## config.mk

```make
export PLATFORM = sky130hd
export DESIGN_NAME = jtframe_joy_shift
export DESIGN_NICKNAME = d
export VERILOG_FILES = /design/src/rtl/jtframe_joy_pkg.sv /design/src/rtl/jtframe_joy_tick.sv /design/src/rtl/jtframe_joy_shift.sv
export SDC_FILE = /design/constraint.sdc
export NUM_CORES = 1
export LEC_CHECK = 0
export CORE_AREA = 2 2 118 120
export CTS_BUF_LIST = sky130_fd_sc_hd__clkbuf_16
export CTS_CLUSTER_DIAMETER = 100
export DETAILED_ROUTE_END_ITERATION = 8
export DIE_AREA = 0 0 120 122
export HOLD_SLACK_MARGIN = 0.1
export PLACE_DENSITY_LB_ADDON = 0.2
export REMOVE_ABC_BUFFERS = 1
export SLEW_MARGIN = 0
export SYNTH_ARGS = -nofsm -noshare
export SYNTH_HDL_FRONTEND = slang
export SYNTH_SLANG_ARGS = --single-unit
```

## constraint.sdc

```tcl
create_clock -name clk -period 1.8 [get_ports clk]
set_input_delay 0.45 -clock clk [delete_from_list [all_inputs] [get_ports clk]]
set_output_delay 0.45 -clock clk [all_outputs]
set_load 0.01 [all_outputs]
```

## src/rtl/jtframe_joy_pkg.sv

```systemverilog
// jtframe_joy_pkg: state encodings and width helpers shared by the joystick chain reader.
package jtframe_joy_pkg;

    localparam logic [2:0] ST_IDLE  = 3'd0;
    localparam logic [2:0] ST_SEL   = 3'd1;
    localparam logic [2:0] ST_LOAD  = 3'd2;
    localparam logic [2:0] ST_SHIFT = 3'd3;
    localparam logic [2:0] ST_GAP   = 3'd4;

    function automatic int chain_len(input int players, input int bits);
        return players * bits;
    endfunction

    function automatic int cnt_w(input int max_val);
        return $clog2(max_val) + 1;
    endfunction

    function automatic int max3(input int a, input int b, input int c);
        return (a > b) ? ((a > c) ? a : c) : ((b > c) ? b : c);
    endfunction

endpackage

```

## src/rtl/jtframe_joy_tick.sv

```systemverilog
// jtframe_joy_tick: free-running CLKDIV divider; tick marks the last clk of each tick period.
module jtframe_joy_tick
    import jtframe_joy_pkg::*;
#(
    parameter int CLKDIV = 4
) (
    input  logic clk,
    input  logic rst_n,
    output logic tick
);
    localparam int W = cnt_w(CLKDIV);

    logic [W-1:0] div_q, div_d;

    assign tick = div_q == W'(CLKDIV - 1);

    always_comb begin
        div_d = tick ? '0 : div_q + 1'b1;
    end

    always_ff @(posedge clk or negedge rst_n) begin
        if (!rst_n) div_q <= '0;
        else        div_q <= div_d;
    end

endmodule

```

## src/rtl/jtframe_joy_shift.sv

```systemverilog
// jtframe_joy_shift: N-player 74165 joystick chain reader with multi-phase SELECT sequencing.
// Phases are gathered in a buffer and published to joy_raw in a single cycle.
module jtframe_joy_shift
    import jtframe_joy_pkg::*;
#(
    parameter int PLAYERS    = 2,
    parameter int BITS       = 8,
    parameter int PHASES     = 2,
    parameter int CLKDIV     = 4,
    parameter int SETTLE     = 2,
    parameter int GAP        = 16,
    parameter bit ACTIVE_LOW = 1'b1
) (
    input  logic                             clk,
    input  logic                             rst_n,
    input  logic                             en,
    input  logic                             JOY_DATA,
    output logic                             JOY_CLK,
    output logic                             JOY_LOAD,
    output logic                             JOY_SELECT,
    output logic [PHASES*PLAYERS*BITS-1:0]   joy_raw,
    output logic                             done,
    output logic                             busy
);
    localparam int LEN = chain_len(PLAYERS, BITS);
    localparam int FW  = PHASES * LEN;
    localparam int CW  = cnt_w(max3(2 * LEN, SETTLE, GAP));
    localparam int PW  = cnt_w(PHASES);

    logic [2:0]    st_q, st_d;
    logic [CW-1:0] cnt_q, cnt_d;
    logic [PW-1:0] ph_q, ph_d;
    logic          sel_q, sel_d, jclk_q, jclk_d, load_q, load_d;
    logic          busy_q, busy_d, done_q, done_d;
    logic [LEN-1:0] sr_q, sr_d;
    logic [FW-1:0] buf_q, buf_d, raw_q, raw_d;
    logic [1:0]    sync_q, sync_d;
    logic          din, tick;

    jtframe_joy_tick #(.CLKDIV(CLKDIV)) u_tick (
        .clk   (clk),
        .rst_n (rst_n),
        .tick  (tick)
    );

    assign din = sync_q[1] ^ ACTIVE_LOW;

    always_comb begin
        sync_d = {sync_q[0], JOY_DATA};
        st_d   = st_q;
        cnt_d  = cnt_q;
        ph_d   = ph_q;
        sel_d  = sel_q;
        jclk_d = jclk_q;
        load_d = load_q;
        busy_d = busy_q;
        done_d = 1'b0;
        sr_d   = sr_q;
        buf_d  = buf_q;
        raw_d  = raw_q;
        if (tick) begin
            case (st_q)
                ST_IDLE: if (en) begin
                    st_d   = ST_SEL;
                    ph_d   = '0;
                    cnt_d  = '0;
                    busy_d = 1'b1;
                    sel_d  = 1'b1;
                end
                ST_SEL: if (cnt_q == CW'(SETTLE - 1)) begin
                    st_d   = ST_LOAD;
                    cnt_d  = '0;
                    load_d = 1'b0;
                end else begin
                    cnt_d = cnt_q + 1'b1;
                end
                ST_LOAD: begin
                    st_d   = ST_SHIFT;
                    load_d = 1'b1;
                end
                ST_SHIFT: begin
                    jclk_d = ~jclk_q;
                    cnt_d  = cnt_q + 1'b1;
                    // sample just before the rising edge is driven out
                    if (!jclk_q) sr_d = LEN'({sr_q, din});
                    if (cnt_q == CW'(2 * LEN - 1)) begin
                        jclk_d = 1'b0;
                        cnt_d  = '0;
                        buf_d[int'(ph_q)*LEN +: LEN] = sr_q;
                        if (ph_q == PW'(PHASES - 1)) begin
                            st_d   = ST_GAP;
                            raw_d  = buf_d;
                            done_d = 1'b1;
                            sel_d  = 1'b1;
                        end else begin
                            st_d  = ST_SEL;
                            ph_d  = ph_q + 1'b1;
                            sel_d = ~ph_d[0];
                        end
                    end
                end
                ST_GAP: if (cnt_q == CW'(GAP - 1)) begin
                    st_d   = ST_IDLE;
                    busy_d = 1'b0;
                end else begin
                    cnt_d = cnt_q + 1'b1;
                end
                default: st_d = ST_IDLE;
            endcase
        end
    end

    always_ff @(posedge clk or negedge rst_n) begin
        if (!rst_n) begin
            st_q   <= ST_IDLE;
            cnt_q  <= '0;
            ph_q   <= '0;
            sel_q  <= 1'b1;
            jclk_q <= 1'b0;
            load_q <= 1'b1;
            busy_q <= 1'b0;
            done_q <= 1'b0;
            sr_q   <= '0;
            buf_q  <= '0;
            raw_q  <= '0;
            sync_q <= '0;
        end else begin
            st_q   <= st_d;
            cnt_q  <= cnt_d;
            ph_q   <= ph_d;
            sel_q  <= sel_d;
            jclk_q <= jclk_d;
            load_q <= load_d;
            busy_q <= busy_d;
            done_q <= done_d;
            sr_q   <= sr_d;
            buf_q  <= buf_d;
            raw_q  <= raw_d;
            sync_q <= sync_d;
        end
    end

    assign JOY_CLK    = jclk_q;
    assign JOY_LOAD   = load_q;
    assign JOY_SELECT = sel_q;
    assign joy_raw    = raw_q;
    assign done       = done_q;
    assign busy       = busy_q;

endmodule

```

## Yosys cells after proc, flatten, opt, wreduce, memory -nomap -nowiden

Index checks and enable logic that the tools add are counted.

- Register bits: 101
- Input port bits: 4
- Logic and storage cells: 82

- $add $sub $neg: 4
- Equality and inequality tests: 15
- Shift-type cells: 2
- Multiplexer cells: 30
- Bitwise gates (word level): 3
- Reductions and logical operators: 15

Operators with widths:

| operator | number |
|---|---|
| negation 6 -> 33 bit | 1 |
| variable shift 16 x 33 -> 32 bit, first input constant | 1 |
| variable part select 16 x 33 -> 32 bit | 1 |
| bitwise mux 32 bit | 1 |
| two-way mux 6 bit | 4 |
| one-hot mux 6 bit (4 select lines) | 1 |
| two-way mux 3 bit | 6 |
| AND reduction 4 bit | 4 |
| one-hot mux 3 bit (5 select lines) | 1 |
| inequality test 2 bit, second input constant | 6 |
| two-way mux 1 bit | 10 |
| AND reduction 5 bit | 2 |
| equality test 3 x 2 -> 1 bit, second input constant | 3 |
| AND reduction 3 bit | 3 |
| adder 6 x 1 -> 6 bit, second input constant | 1 |
| equality test 6 x 1 -> 1 bit, second input constant | 1 |
| equality test 6 x 4 -> 1 bit, second input constant | 1 |
| equality test 6 x 5 -> 1 bit, second input constant | 1 |
| two-way mux 2 bit | 3 |
| one-hot mux 1 bit (2 select lines) | 3 |
| nonzero test 2 bit | 3 |
| one-hot mux 2 bit (2 select lines) | 1 |
| nonzero test 4 bit | 1 |
| adder 3 x 1 -> 3 bit, second input constant | 1 |
| other kinds (7) | 9 |

## Logic depth before layout (Yosys ltp)

Gate-level depths: netlist (run 1).

- Depth in word-level cells: 5
- Mapped depth: 9
- Mapped depth without buffers: 7

## Cells and area by module

A second synthesis (run 1) with hierarchy kept.

- Cell total of the unflattened synthesis: 411
- Area, all modules: 4459.3 um2

Modules (own cells, without submodules):

| module | times used | cells each | area an instance (um2) | sequential area each (um2) |
|---|---|---|---|---|
| jtframe_joy_shift | 1 | 403 | 4336.7 | 2454.9 |
| jtframe_joy_tick | 1 | 8 | 122.6 | 75.1 |

## Worst setup path after synthesis (run 1)

Ideal clock, no wire load.

- Kind: flip-flop to flip-flop
- From: register cnt_q[1]
- To: register cnt_q[4]
- Data arrival time: 1.746 ns
- Data required time: 1.678 ns
- Setup slack: -0.068 ns
- Cell stages (with the launch flop): 8
- Path buffers: 0
- Path through: dfrtp_1 inv_1 ha_1 or4b_4 o31ai_4 nand2_2 a21bo_1 a32o_1

- Longest elaborated chain between the ends: 3
- Elaborated cells on any way between the ends: 10
- Classes of those cells: add/sub (1); eq/ne (4); mux (4); reduce/logical (1)

RTL lines:

| item | RTL line | source |
|---|---|---|
| start: declaration | jtframe_joy_shift.sv:31 | `logic [CW-1:0] cnt_q, cnt_d;` |
| start signal: assignment | jtframe_joy_shift.sv:129 | `cnt_q <= cnt_d;` |
| adder 6 x 1 -> 6 bit, or another cell as far along | jtframe_joy_shift.sv:75, jtframe_joy_shift.sv:83, jtframe_joy_shift.sv:106 |  |
| two-way mux 6 bit, or another cell as far along | jtframe_joy_shift.sv:102 | `ST_GAP: if (cnt_q == CW'(GAP - 1)) begin` |
| one-hot mux 6 bit (4 select lines) / AND reduction 4 bit (equally long branches) | -- |  |

Parallel ways exist; a longest one is shown, timed or not. The select of a mux whose other input is x is not followed.
A chain may end at the register's enable or synchronous reset.

## Final worst setup path (run 1)

- From: register cnt_q[1]
- To: register cnt_q[0]

- Longest elaborated chain between the ends: 3
- Elaborated cells on any way between the ends: 8
- Classes of those cells: eq/ne (4); mux (3); reduce/logical (1)

RTL lines:

| item | RTL line | source |
|---|---|---|
| equality test 6 x 5 -> 1 bit, or another cell as far along | jtframe_joy_shift.sv:86 | `if (cnt_q == CW'(2 * LEN - 1)) begin` |
| two-way mux 6 bit, or another cell as far along | jtframe_joy_shift.sv:86 |  |
| one-hot mux 6 bit (4 select lines) / AND reduction 4 bit (equally long branches) | -- |  |

Parallel ways exist; a longest one is shown, timed or not.

==> results of run 1 <==
==> cell families (layout without fill, tap and decap cells) <==
| logic type | after synthesis | after routing | synth area share |
|---|---|---|---|
| adder cells (fa/ha/maj) | 7 | 7 | 0.0193 |
| flip-flops | 101 | 101 | 0.556 |
| AO/OA/AOI/OAI | 127 | 127 | 0.197 |
| buffers and inverters | 29 | 124 | 0.0377 |
| AND/OR/NAND/NOR | 126 | 126 | 0.151 |
| multiplexers | 16 | 16 | 0.0393 |
==> stage by stage <==
step                      instance area, um^2  hold slack, ps  TNS (ps)
final                                    6140             357      -388
after global routing                     6140             361     -1950
after CTS                                5810             359      -331
after detailed placement                 5410             343     -1130
after global placement                   5410             337      -447
after floorplan                          4400             154    -48520
==> final timing paths <==
| path | start | to |
|---|---|---|
| max reg2reg | cnt_q[1] | cnt_q[0] |
| max in group asynchronous | rst_n | JOY_LOAD |
| min in group asynchronous | rst_n | joy_raw[19] |
| min reg2reg | sync_q[0] | sync_q[1] |
| max | cnt_q[1] | cnt_q[0] |
| min | sync_q[0] | sync_q[1] |
==> synthesized netlist by cell type (all sizes together) <==
cell      n  area [um^2]
dfrtp    99         2480
a21oi    70          414
nor2     46          178
nor2b    35          219
a22o     33          289
buf      17          126
mux2     15          169
nand2    11         46.3
nor3      9         50.1
o21ai     8         40.0
ha        7         87.6
clkbuf    6         22.5
inv       6         22.5
nand2b    6         37.5
nand3     5         37.5
and2      3         18.8
and3      3         18.8
a21o      2         15.0
a32o      2         20.0
dfstp     2         52.6
nand4     2         12.5
nor4      2         27.5
o22ai     2         12.5
o2bb2ai   2         17.5
a211oi    1         7.51
a21bo     1         10.0
a31o      1         8.76
a31oi     1         6.26
and2b     1         7.51
mux2i     1         10.0
nand3b    1         7.51
o21a      1         7.51
o31ai     1         21.3
o32a      1         10.0
o32ai     1         16.3
or2b      1         11.3
or4b      1         13.8
==> flip-flops by register name, summed over array words and instances (netlist names) <==
name	cells
sr_q	16
ph_q	2
sync_q	2
st_q	3
joy_raw	32
JOY_LOAD	1
busy	1
buf_q	32
u_tick.div_q	3
JOY_CLK	1
cnt_q	6
done	1
JOY_SELECT	1
==> worst register-to-register path, delay by kind of cell, from the launching register on <==
family | cells | cell delay, ps
adder cells (fa/ha/maj) | 1 | 120
AO/OA/AOI/OAI | 2 | 480
flip-flops | 1 | 390
buffers and inverters | 1 | 80
AND/OR/NAND/NOR | 2 | 640
multiplexers | 1 | 70
==> routing by layer <==
metal  share of wire  vias to the layer above  global-route usage
met5               0                        -                   0
met4           0.018                        0              0.0684
met3           0.041                       14              0.0286
met2            0.48                       74               0.222
met1            0.46                     1645               0.195
li1                -                     1621                   -
==> power by group through the flow <==
stage                     Sequential [mW]  Clock [mW]  Combinational, mW
after floorplan                      2.32           0           0.000525
after global placement               2.31           0             0.0645
after detailed placement             2.31           0             0.0653
after CTS                            2.27        1.98             0.0674
after global routing                 2.27        2.07             0.0734
final                                2.27        1.93             0.0626
==> final cells by class <==
type	count	area (um^2)
Fill cell	1271	7360
Sequential cell	101	2530
Multi-Input combinational cell	276	1990
Timing Repair Buffer	102	1080
Clock buffer	9	225
Tap cell	180	225
Clock inverter	7	67.6
Inverter	6	22.5
==> what timing repair did <==
| action | in CTS | in global routing |
|---|---|---|
| setup endpoints to repair | 51 | 68 |
| hold endpoints to repair | 18 | 0 |
| hold buffers | 1 | 0 |
| pin swaps | 3 | 6 |
| setup buffers | 4 | 9 |
| resized for setup | 20 | 29 |
| cloned | 1 | 5 |
==> reports/results.ini, run 1 <==
[run_status]
run_status = finished, violations left
failed_checks = negative setup slack

[critical_path]
cpPeakStageDelay_ps = 460
rrSetupSlack_ps = -80
worstSetupStartpointType = flop
critical_path.endpoint_type = flop
cp_cell_sequence = inv_2 -> ha_4 -> or4b_4 -> o31ai_4 -> o21a_1 -> nand2b_4 -> mux2i_1
timing.critical_path.buf_inv = 1
timing.critical_path.fanout_max = 4
cp_data_arrival_time_ps = 2120
path_depth = 7
timing.critical_path.slowest_stage_cell = sky130_fd_sc_hd__or4b_4
cpLargestDelayFamily = simple AND/OR/NAND/NOR gates
reg2reg_depth = 7
critical_path_required_ps = 2040
timing_worst_setup_path_type = reg2reg

[global_route]
antenna_found_initial = 0
grt_remaining_overflow = 0
grtUsageTotal = 0.144
first_global_vias = 3160
grt_first_pass_wirelength_um = 16300
grt_max_degree = 44

[die]
std_cell_rows = 43
die_w_um = 120
die_area_um2 = 14600
coreArea_um2 = 13500
die_y_um = 122
initial_utilization = 0.337
ios = 41

[layout]
num-nets-final = 507
layout-area-overhead-vs-synth_pct = 35.0
final_common_cell = sky130_fd_sc_hd__dfrtp_1
num_antenna_cells = 0
final_cell_count_no_fill = 681
drive_gt1_frac = 0.287
finalCoreUtilization = 0.455
mostFrequentLayoutCells = sky130_fd_sc_hd__dfrtp_1 (98), sky130_fd_sc_hd__a21oi_1 (52), sky130_fd_sc_hd__buf_4 (43)

[clocking]
clk_transition_reported_paths_ps = 70
clk-insertion-delay-late_ps = 350
cts.sinks = 101
cts_tree = yes
cts-htree-levels = 3
clock_tree.root_cell = sky130_fd_sc_hd__clkbuf_16
clock_tree.buffer_depth = 2
cts_made_buffers = 9

[logic_synthesis]
post_synth_design_cell_area_um2 = 4550
synthesis.yosys.warnings = 0
synth_area_per_cell_um2 = 11.2
netlist-cell-type-count = 45
flop_and_latch_count_out_of_synthesis = 101
ys_seq_area_frac = 0.556
postSynthCellCount = 406

[pwr]
p_leak_nw = 2.72
pwr-share-comb = 0.015
internal_power_mw = 3.36
power_switching_share = 0.214
report.power.total_mw = 4.27
vdd_ir_drop_max_mv = 0.401
power_density_nw_per_um2 = 695
seq_power_share = 0.532
p_sw_mw = 0.911
power_frac_clock = 0.453

[placed_design]
numPortBuffers = 40
placement.setup.worst_slack_ps = -122
dp.final_hpwl_um = 6650
dp.cells = 646
globalplace.congestion = 0.843

[worst_hold_path]
timing.hold.worst_path_depth = 0
hold_path_class = reg2reg

[timing]
post-route-worst-setup-slack_ps = -80.1
slew_headroom = 0.697
timing_hold_violations_final = 0
timing.clock.skew_ps = 3.81
finalMaxSlewViolations = 0
timing.fmax_mhz = 532
rsz0062_at_grt = yes
final.min_clock_period_ps = 1880
worstMarginPinSlew_ps = 451
fin_crit_sh = 1.04
setup_viol = 6

[routing]
drc_errors = 0
detail_route.first_pass.iterations = 5
vias_per_cell = 4.93
drt_iter0_drc = 174
avg_wl_per_cell_um = 15.4
antenna_left = 0
num_vias = 3354
wirelength_um = 10500

[run]
max-cap-violations = 0

(Power assumes the default switching activity.)
==> run 2, diff against run 1 <==
CTS_CLUSTER_SIZE = 16   (was default)
==> results of run 2 <==
Same layout as run 1: the final DEF is identical, and so are final timing and power.
==> run 3, diff against run 2 <==
CAP_MARGIN = 40   (was default)
==> results of run 3 <==
Same layout as run 1: the final DEF is identical, and so are final timing and power.
